$ cat src/rtl/composite_timing_gen.sv
// Single-clock composite video timing generator: pixel-rate enable, H/V counters,
// broad-pulse vsync, one-line-ahead fetch handshake and 3-bit level mux.
// Define TEST_PATTERN_EN to add the internal colour-bar source selected by test_mode.
module composite_timing_gen #(
    parameter int CLK_DIV        = 10,
    parameter int H_TOTAL        = 384,
    parameter int H_SYNC         = 28,
    parameter int H_ACTIVE_START = 64,
    parameter int H_ACTIVE       = 256,
    parameter int V_TOTAL        = 262,
    parameter int V_SYNC_LINES   = 3,
    parameter int V_ACTIVE_START = 40,
    parameter int V_ACTIVE       = 192
) (
    input  logic       sys_clk,
    input  logic       sys_rst,
    input  logic [2:0] pix_in,
    input  logic       line_ack,
    input  logic       test_mode,
    output logic       pix_tick,
    output logic [8:0] pix_x,
    output logic [7:0] pix_y,
    output logic       pix_valid,
    output logic       row_enable,
    output logic       vblank,
    output logic       line_req,
    output logic [7:0] line_idx,
    output logic       underrun,
    output logic [2:0] sig
);
    localparam int DW = $clog2(CLK_DIV);
    localparam int HW = $clog2(H_TOTAL);
    localparam int VW = $clog2(V_TOTAL);

    logic [DW-1:0] div;
    logic [HW-1:0] hcnt;
    logic [VW-1:0] vcnt;
    logic [31:0]   hc, vc;
    logic          tick, line_act, broad, h_act, h_req, fetch_line, no_fetch;
    logic [2:0]    pix_lvl, pix_clamp;

    assign tick       = (div == DW'(CLK_DIV - 1));
    assign hc         = 32'(hcnt);
    assign vc         = 32'(vcnt);
    assign line_act   = (vc >= V_ACTIVE_START) && (vc < V_ACTIVE_START + V_ACTIVE);
    assign broad      = (vc < V_SYNC_LINES);
    assign h_act      = (hc >= H_ACTIVE_START) && (hc < H_ACTIVE_START + H_ACTIVE);
    // Requests lead the displayed pixel by one tick to cover the pix_in latency.
    assign h_req      = (hc >= H_ACTIVE_START - 1) && (hc < H_ACTIVE_START + H_ACTIVE - 1);
    assign fetch_line = (vc >= V_ACTIVE_START - 1) && (vc < V_ACTIVE_START - 1 + V_ACTIVE);

`ifdef TEST_PATTERN_EN
    logic [2:0] bar;
    assign bar      = 3'(pix_x[8:5] % 4'd7);
    assign pix_lvl  = test_mode ? (bar + 3'd1) : pix_in;
    assign no_fetch = test_mode;
`else
    logic unused_test_mode;
    assign unused_test_mode = test_mode;
    assign pix_lvl  = pix_in;
    assign no_fetch = 1'b0;
`endif

    // Level 0 is reserved for sync, so picture data never goes below black.
    assign pix_clamp = (pix_lvl == 3'd0) ? 3'd1 : pix_lvl;

    always_ff @(posedge sys_clk) begin
        if (sys_rst) begin
            div        <= '0;
            hcnt       <= '0;
            vcnt       <= '0;
            pix_tick   <= 1'b0;
            pix_x      <= 9'd0;
            pix_y      <= 8'd0;
            pix_valid  <= 1'b0;
            row_enable <= 1'b0;
            vblank     <= 1'b0;
            line_req   <= 1'b0;
            line_idx   <= 8'd0;
            underrun   <= 1'b0;
            sig        <= 3'd1;
        end else begin
            pix_tick <= (div == DW'(CLK_DIV - 2));
            div      <= tick ? '0 : div + DW'(1);
            if (line_req && line_ack)
                line_req <= 1'b0;
            if (no_fetch)
                line_req <= 1'b0;
            if (tick) begin
                if (hc == H_TOTAL - 1) begin
                    hcnt <= '0;
                    vcnt <= (vc == V_TOTAL - 1) ? '0 : vcnt + VW'(1);
                end else begin
                    hcnt <= hcnt + HW'(1);
                end
                pix_valid  <= line_act && h_req;
                pix_x      <= (line_act && h_req) ? 9'(hc - 32'(H_ACTIVE_START - 1)) : 9'd0;
                pix_y      <= line_act ? 8'(vc - 32'(V_ACTIVE_START)) : 8'd0;
                row_enable <= line_act && h_act;
                vblank     <= !line_act;
                if (broad)
                    sig <= (hc < H_TOTAL - H_SYNC) ? 3'd0 : 3'd1;
                else if (hc < H_SYNC)
                    sig <= 3'd0;
                else if (line_act && h_act)
                    sig <= pix_clamp;
                else
                    sig <= 3'd1;
                // A fresh request overrides an ack landing on the same edge.
                if (!no_fetch && hc == 0 && fetch_line) begin
                    line_req <= 1'b1;
                    line_idx <= 8'(vc - 32'(V_ACTIVE_START - 1));
                end
                if (!no_fetch && line_act && hc == H_ACTIVE_START && line_req)
                    underrun <= 1'b1;
            end
        end
    end
endmodule

$ cat config.mk
export PLATFORM = sky130hd
export DESIGN_NAME = composite_timing_gen
export DESIGN_NICKNAME = d
export VERILOG_FILES = /design/src/rtl/composite_timing_gen.sv
export SDC_FILE = /design/constraint.sdc
export NUM_CORES = 1
export LEC_CHECK = 0
export BUFFER_PORTS_ARGS = -buffer_cell sky130_fd_sc_hd__buf_2
export CORE_MARGIN = 10
export CORE_UTILIZATION = 55
export CTS_CLUSTER_SIZE = 12
export DETAILED_ROUTE_END_ITERATION = 10
export GPL_TIMING_DRIVEN = 0
export PLACE_DENSITY_LB_ADDON = 0.3
export SLEW_MARGIN = 25
export SYNTH_ARGS = -nofsm -noshare
export SYNTH_HDL_FRONTEND = slang
export SYNTH_SLANG_ARGS = --single-unit
$ cat constraint.sdc
create_clock -name sys_clk -period 2.3 [get_ports sys_clk]
set_input_delay 0.23 -clock sys_clk [delete_from_list [all_inputs] [get_ports sys_clk]]
set_output_delay 0.23 -clock sys_clk [all_outputs]
set_load 0.01 [all_outputs]
* Word level (Yosys, flattened, before mapping) *
Cells that the tools add are included.

operators by class
  multiplexer cells = 12
  reductions and logical operators = 17
  equal/unequal tests = 5
  magnitude comparators = 11
  $add $sub $neg = 6

operators with widths
  kind                 count
  $logic_not 32->1     1
  $ge 9x6->1 const B   3
  $lt 9x9->1 const B   3
  $mux 9               3
  $add 9x1->9 const B  2
  $eq 9x9->1 const B   2
  $lt 9x8->1 const B   2
  $sub 8x6->8 const B  2
  $mux 3               4
  $logic_and 1x1->1    10
  $eq 9x7->1 const B   1
  $ge 9x7->1 const B   1
  $lt 9x2->1 const B   1
  $lt 9x5->1 const B   1
  $sub 9x6->9 const B  1
  $eq 4x4->1 const B   2
  $mux 8               1
  $reduce_and 2->1     3
  $add 4x1->4 const B  1
  $mux 1               4
  $logic_not 3->1      1
  $reduce_or 2->1      1
  $logic_not 1->1      1

storage, ports and cells
  word-level logic and storage cells = 64
  input port bits = 7
  register bits = 56
  output and inout port bits = 34

* Longest topological paths before layout *
Gate-level depths: netlist (run 1).

  depth after elaboration = 6
  depth in mapped cells = 9
  gate-level depth less buffers = 7

* Least setup slack after synthesis (run 1) *
OpenSTA, ideal clock, no wires.

  kind = flip-flop to flip-flop
  start = register vcnt[3]
  end = register line_idx[0]
  arrival time = 1880 ps
  slack = 292 ps
  clock period less this slack = 2008 ps
  library setup time = 128 ps
  buffers on the path = 1
  cell stages (with the launch flop) = 9
  required time = 2172 ps
  cell sequence = dfxtp_1 -> inv_1 -> ha_1 -> nor2b_1 -> a2111oi_0 -> a2111oi_2 -> buf_6 -> mux2i_1 -> nor2_1

between the ends
  word-level cells in the longest chain between the ends = 4
  elaborated cells between the ends (all ways) = 5
  those cells by class = order compare (2); reduce/logical (3)

RTL lines
  item                                             RTL line  text
  start: declaration                               37        logic [VW-1:0] vcnt;
  start signal: assignment                         92        vcnt <= (vc == V_TOTAL - 1) ? '0 : vcnt + VW'(1);
  $ge 9x6->1 / $lt 9x8->1 (equally long branches)  50        assign fetch_line = (vc >= V_ACTIVE_START - 1) && (vc < V_ACTIVE_START - 1 + V_ACTIVE);
  $logic_and 1x1->1 (*)                            50
  $logic_and 1x1->1 (*)                            110       if (!no_fetch && hc == 0 && fetch_line) begin
  $reduce_and 2->1 (no source line) (*)            n/a
  end signal: assignment                           112       line_idx <= 8'(vc - 32'(V_ACTIVE_START - 1));
  end: declaration                                 27        output logic [7:0] line_idx,

Mark *: on every way between the ends. The rest lies on a longest branch, timed or not.
A chain may end at the register's enable or synchronous reset.

* Final worst setup path (run 1) *
  start = register vcnt[0]
  end = register line_idx[0]

between the ends
  word-level cells in the longest chain between the ends = 4
  elaborated cells between the ends (all ways) = 6
  those cells by class = add/sub (1); order compare (2); reduce/logical (3)

RTL lines
  item                                             RTL line
  $ge 9x6->1 / $lt 9x8->1 (equally long branches)  50
  $logic_and 1x1->1                                50
  $logic_and 1x1->1                                110
  $reduce_and 2->1 (no source line)                n/a

Parallel ways exist; a longest one is shown, timed or not.

==> results.toml, run 1 <==
[run_status]
outcome = "finished, final reports clean"

[yosys]
syn_nets = 327
synth-seq-area-share_pct = 42.03
ys_warn_count = 0
synth_edf_count = 0
synth_seq_cells = 56
syn_area_per_cell_um2 = 8.605
async_flop_share_pct = 0
synth_cell_type_count = 47
ys.flop_type = "dfxtp_1"
netlist_area_um2 = 2668
synthCells = 310

[route]
dr.pass1.iters = 4
drt-initial-drc-count = 218
antenna_left = 0
post_drt_wl_per_cell_um = 14.09
routed_wl_um = 5990
avgViaCountPerCell = 5.405
drc = 0
vias = 2297

[setup_path]
crit_required_ns = 2.50
startpoint_type = "flop"
slowest_stage = "a2111oi_1"
crit_path_max_fanout = 9
cp-end-kind = "flop"
path_cells = "ha_1 > and3b_1 > a2111oi_1 > a2111oi_4 > buf_6 > mux2i_1 > nor2_1"
max_stage_delay_ns = 0.58
cp.arrival_ns = 2.37
cp.buffers_inverters = 1
worstSetupPathType = "reg2reg"
cp_top_family = "compound AO/OA/AOI/OAI gates"

[timing]
fmax_mhz = 461.4
setup_ws_ns = 0.1328
setup_viol = 0
worst-slew-pin-transition_ns = 0.6660
layout_min_cycle_time_ns = 2.167
period_share_pct = 94.23
fin_skew_ns = 0.008166
hold_violations = 0
slew_headroom_pct = 55.19
slew_viol_final = 0

[pwr]
leakage_nw = 1.232
p_total_mw = 1.562
p_per_area_nw_per_um2 = 507.4
irDropWorstVdd_mv = 0.3366

[global_routing]
grt_most_used_layer = "met2"
met2_usage_pct = 21.97
antenna_found_initial = 0
grt_pass1_wl_um = 9604
grt_use_total_pct = 15.17
grt_max_degree = 16
grt_pass1_vias = 1982
use_met3_pct = 4.152
globalRouteOverflowTotal = 0
met1_usage_pct = 21.05

[final_layout]
final_nets = 374
antenna_cells = 0
final_cell_mix = "dfxtp_1, buf_2, nor2_1, nand2_1"
drive_gt1_share_pct = 17.32
layout_commonest_cell = "dfxtp_1"
syn_to_final_growth_pct = 15.43
fill_cells = 418

[placed_design]
place_ws_ns = -0.1101
dp_hpwl_um = 4507
numPortBuffers = 39
place_congestion = 0.9314

[die]
die-area_um2 = 8035
fp.dieH_um = 89.64
coreArea_um2 = 4723
row_count = 25
die_x_um = 89.64
start_util_pct = 56.48
design.portCount = 41

[clocking]
h-tree-depth = 2
clockRootBuffer = "clkbuf_8"
cts_sinks = 56
insertion_delay_ns = 0.31
path_clk_slew_ns = 0.09
hold_buffers = 0
cts-buffers-inserted = 5
cts_tree = "done"
clk_path_buf_depth = 2

[flow_run]
drv_cap = 0

[worst_hold_path]
min_path_type = "in2reg"
-- synthesized netlist by cell type (10+ instances only) --
cell type | n | area [µm²]
dfxtp_1 | 56 | 1121
xor2_1 | 12 | 105.1
nor2_1 | 37 | 138.9
nand3_1 | 11 | 55.05
ha_1 | 10 | 125.1
o21ai_0 | 12 | 60.06
xnor2_1 | 16 | 140.1
inv_1 | 12 | 45.04
nand2_1 | 33 | 123.9
clkbuf_1 | 14 | 52.55
-- where the power goes --
group	switching (mW)	internal (mW)	total (mW)
sequential	0.00469	0.973	0.978
combinational	0.0254	0.0141	0.0395
clock	0.299	0.246	0.545
-- sequential cells by signal (all words and copies together) (netlist names) --
register / cells
row_enable: 1
pix_tick: 1
underrun: 1
div: 4
sig: 3
vcnt: 9
hcnt: 9
pix_x: 9
pix_y: 8
pix_valid: 1
vblank: 1
line_idx: 8
line_req: 1
-- logic make-up (layout without fill, tap and decap cells) --
kind of cell | after synthesis | count (layout) | share of synthesized area, %
compound gates | 50 | 50 | 12.62
fa+ha+maj | 10 | 10 | 4.690
xor+xnor | 28 | 28 | 9.193
buf+inv | 32 | 80 | 4.972
simple gates | 126 | 126 | 23.50
flops | 56 | 56 | 42.03
mux | 8 | 8 | 3.002
-- path summary, 6_finish.rpt --
kind                            cells after the start      start  slack, ns     endpoint
worst max-delay path                                7    vcnt[0]       0.13  line_idx[0]
worst min-delay path                                2  pix_in[2]       0.17       sig[2]
worst max register to register                      7    vcnt[0]       0.13  line_idx[0]
worst min register to register                      2  pix_valid       0.44    pix_valid
-- worst register-to-register path, cell delays in order, from the launching register on --
cell and delay [ns]:
dfxtp_1 0.40, ha_1 0.31, and3b_1 0.20, a2111oi_1 0.58
a2111oi_4 0.17, buf_6 0.19, mux2i_1 0.15, nor2_1 0.05
-- area by class of cell --
| cell class | instances | area [µm²] | share of cell area [%] |
|---|---|---|---|
| Buffer | 19 | 86.33 | 2.804 |
| Clock buffer | 8 | 90.09 | 2.926 |
| Inverter | 13 | 48.80 | 1.585 |
| Multi-Input combinational cell | 222 | 1443 | 46.85 |
| Sequential cell | 56 | 1125 | 36.53 |
| Tap cell | 67 | 83.83 | 2.722 |
| Timing Repair Buffer | 40 | 202.7 | 6.583 |
-- metrics by stage --
stage          util (%)  cell area [µm²]  hold WS (ns)  instances  TNS [ns]
2_1_floorplan         -             2668        0.3843        310         0
3_3_place_gp      62.38             2947        0.4269        416   -0.7598
3_5_place_dp      62.38             2947        0.4312        416   -0.8021
4_1_cts           64.37             3040        0.1721        424         0
5_1_grt           65.19             3079        0.1687        425  -0.01247
6_report          65.19             3079        0.1726        425         0
-- repair_timing --
| action | CTS | global route |
|---|---|---|
| pin swaps | 0 | 2 |
| endpoints found under the setup margin | 8 | 16 |
| gates resized for setup | 2 | 7 |
| setup buffers | 0 | 1 |
-- per-layer routing --
metal / vias up / part of all wire, %
met3: 10 / 9.3
met2: 70 / 42
met5: - / 0
met4: 0 / 1.8
met1: 1058 / 47
li1: 1159 / -
Power figures use the tool's default switching activity.
==> run 2, diff against run 1 <==
Settings changed: CORE_UTILIZATION 55 to 51.
Clock period 2.3 ns to 1.8 ns, I/O delays scaled along.
==> run 2 against run 1 <==
Net effect: the flow now finishes with violations (setup timing); clock skew decreased by 0.0055 ns; first-iteration DRC count decreased by 2.3%; maximum frequency increased by 12%; sequential share of layout area decreased by 4.3 points; cell count increased by 5.4%; routed wire length increased by 22%; flip-flop and latch count unchanged; count of clock-buffer cells in the layout unchanged; clock power increased by 28%; sequential power increased by 28%; utilization increased by 4.8 points; global-route usage increased by 0.68 points; largest power group unchanged.
==> results.toml, run 2 (same netlist as run 1, synthesis figures left out) <==
[final_layout]
final_cell_mix = "dfxtp_1, buf_2, nor2_1, nand2_1, buf_4"
reg.largest.list = "hcnt (9), pix_x (9), vcnt (9)"
layout_commonest_cell = "dfxtp_1"
syn_to_final_growth_pct = 33.11
fill_cells = 393
regArea_um2 = 1146
antenna_cells = 0
drive_gt1_share_pct = 35.19
postLayoutCellArea_um2 = 3551
final_nets = 394
fin_cells = 448
multi_input_area_um2 = 1659

[placed_design]
dp_hpwl_um = 4643
dpl-instance-area_um2 = 3032
place_congestion = 0.9084
place_inst = 419
numPortBuffers = 39

[setup_path]
cp-end-kind = "flop"
cp.arrival_ns = 2.12
worstSetupPathType = "reg2reg"
startpoint_type = "flop"
crit_required_ns = 1.99
crit_path_max_fanout = 6

[timing]
fin_tns_setup_ns = -1.599
slew_headroom_pct = 65.82
slew_viol_final = 0
hold_violations = 0
period_share_pct = 107.1
layout_min_cycle_time_ns = 1.928
setup_ws_ns = -0.1282
grt_setup_unrepaired = "true"
worst-slew-pin-transition_ns = 0.5097
fin_skew_ns = 0.002641
setup_viol = 21
fmax_mhz = 518.6

[global_routing]
antenna_found_initial = 0
globalRouteOverflowTotal = 0
grt_pass1_vias = 2347
grt_use_total_pct = 15.84
grt_max_degree = 16
grt_pass1_wl_um = 11210

[clocking]
h-tree-depth = 2
hold_buffers = 0
path_clk_slew_ns = 0.09
cts_sinks = 56
insertion_delay_ns = 0.31
clk_path_buf_depth = 2
cts_tree = "done"
clockRootBuffer = "clkbuf_8"
cts-buffers-inserted = 5

[worst_hold_path]
min_path_type = "in2reg"

[route]
routed.top_layer = "met4"
wl_met3_um = 602
dr.pass1.iters = 5
avgViaCountPerCell = 5.533
wl_met2_um = 3290
vias = 2479
post_drt_wl_per_cell_um = 16.38
drt-initial-drc-count = 213
drt-met1-wl_um = 3223
drc = 0
routed_wl_um = 7336
antenna_left = 0

[die]
die_x_um = 92.32
coreArea_um2 = 5075
start_util_pct = 52.56
die-area_um2 = 8523
fp.dieH_um = 92.32
row_count = 26
design.portCount = 41

[pwr]
p_total_mw = 2.000
p_per_area_nw_per_um2 = 563.2
irDropWorstVdd_mv = 0.4419
leakage_nw = 1.408

[flow_run]
drv_cap = 0

[run_status]
violations = "setup timing"
outcome = "finished, violations left"
-- run 2: cell count changes in the layout (fill, tap and decap cells not counted), moves of 6 or more --
cell      change
buf_4        +19
buf_6        +10
clkbuf_1     -12
clkbuf_2      +6
dfxtp_1       -7
-- run 2: routing by layer --
metal	up-vias	global-route usage, %
met5	-	0
met4	0	6.555
met3	28	5.165
met2	111	23.88
met1	1137	20.36
li1	1203	-
-- run 2: cell type report --
type,count,share of cell area (%)
Multi-Input combinational cell,223,46.72
Sequential cell,56,32.28
Timing Repair Buffer,65,11.73
Clock buffer,8,2.537
Buffer,13,2.537
Tap cell,70,2.467
Inverter,13,1.727
-- run 2: final timing paths --
check,startpoint,endpoint,slack [ns],cells after the start
min reg2reg,pix_valid,pix_valid,0.44,2
max reg2reg,vcnt[4],line_idx[1],-0.13,8
min,pix_in[2],sig[2],0.12,2
max,vcnt[4],line_idx[1],-0.13,8
-- run 2: report_power, final --
| part | internal, mW | switching (mW) | leakage, nW |
|---|---|---|---|
| sequential | 1.24 | 0.00738 | 0.458 |
| combinational | 0.0215 | 0.0370 | 0.904 |
| clock | 0.315 | 0.381 | 0.0455 |
-- run 2: critical path: stages, from the launching register on --
cell	delay [ns]
dfxtp_4	0.37
inv_4	0.06
ha_4	0.17
nand2_2	0.06
or3_4	0.34
a2111oi_4	0.37
buf_4	0.22
mux2i_1	0.18
nor2_1	0.05
-- run 2: repair_timing --
action	in CTS	in global routing
endpoints found under the hold margin	0	0
setup buffers	16	8
pin swaps	16	14
endpoints found under the setup margin	42	42
gates cloned	3	0
gates resized for setup	38	33
-- run 2: per-stage QoR --
stage                     setup slack, ns  hold WS (ns)  utilization (%)
after global routing              -0.2289        0.1343            69.97
after global placement            -0.2391        0.4270            59.74
after detailed placement          -0.2606        0.4308            59.74
after CTS                         -0.1059        0.1190            66.49
final                             -0.1282        0.1205            69.97
after floorplan                 -0.003090        0.3343                -
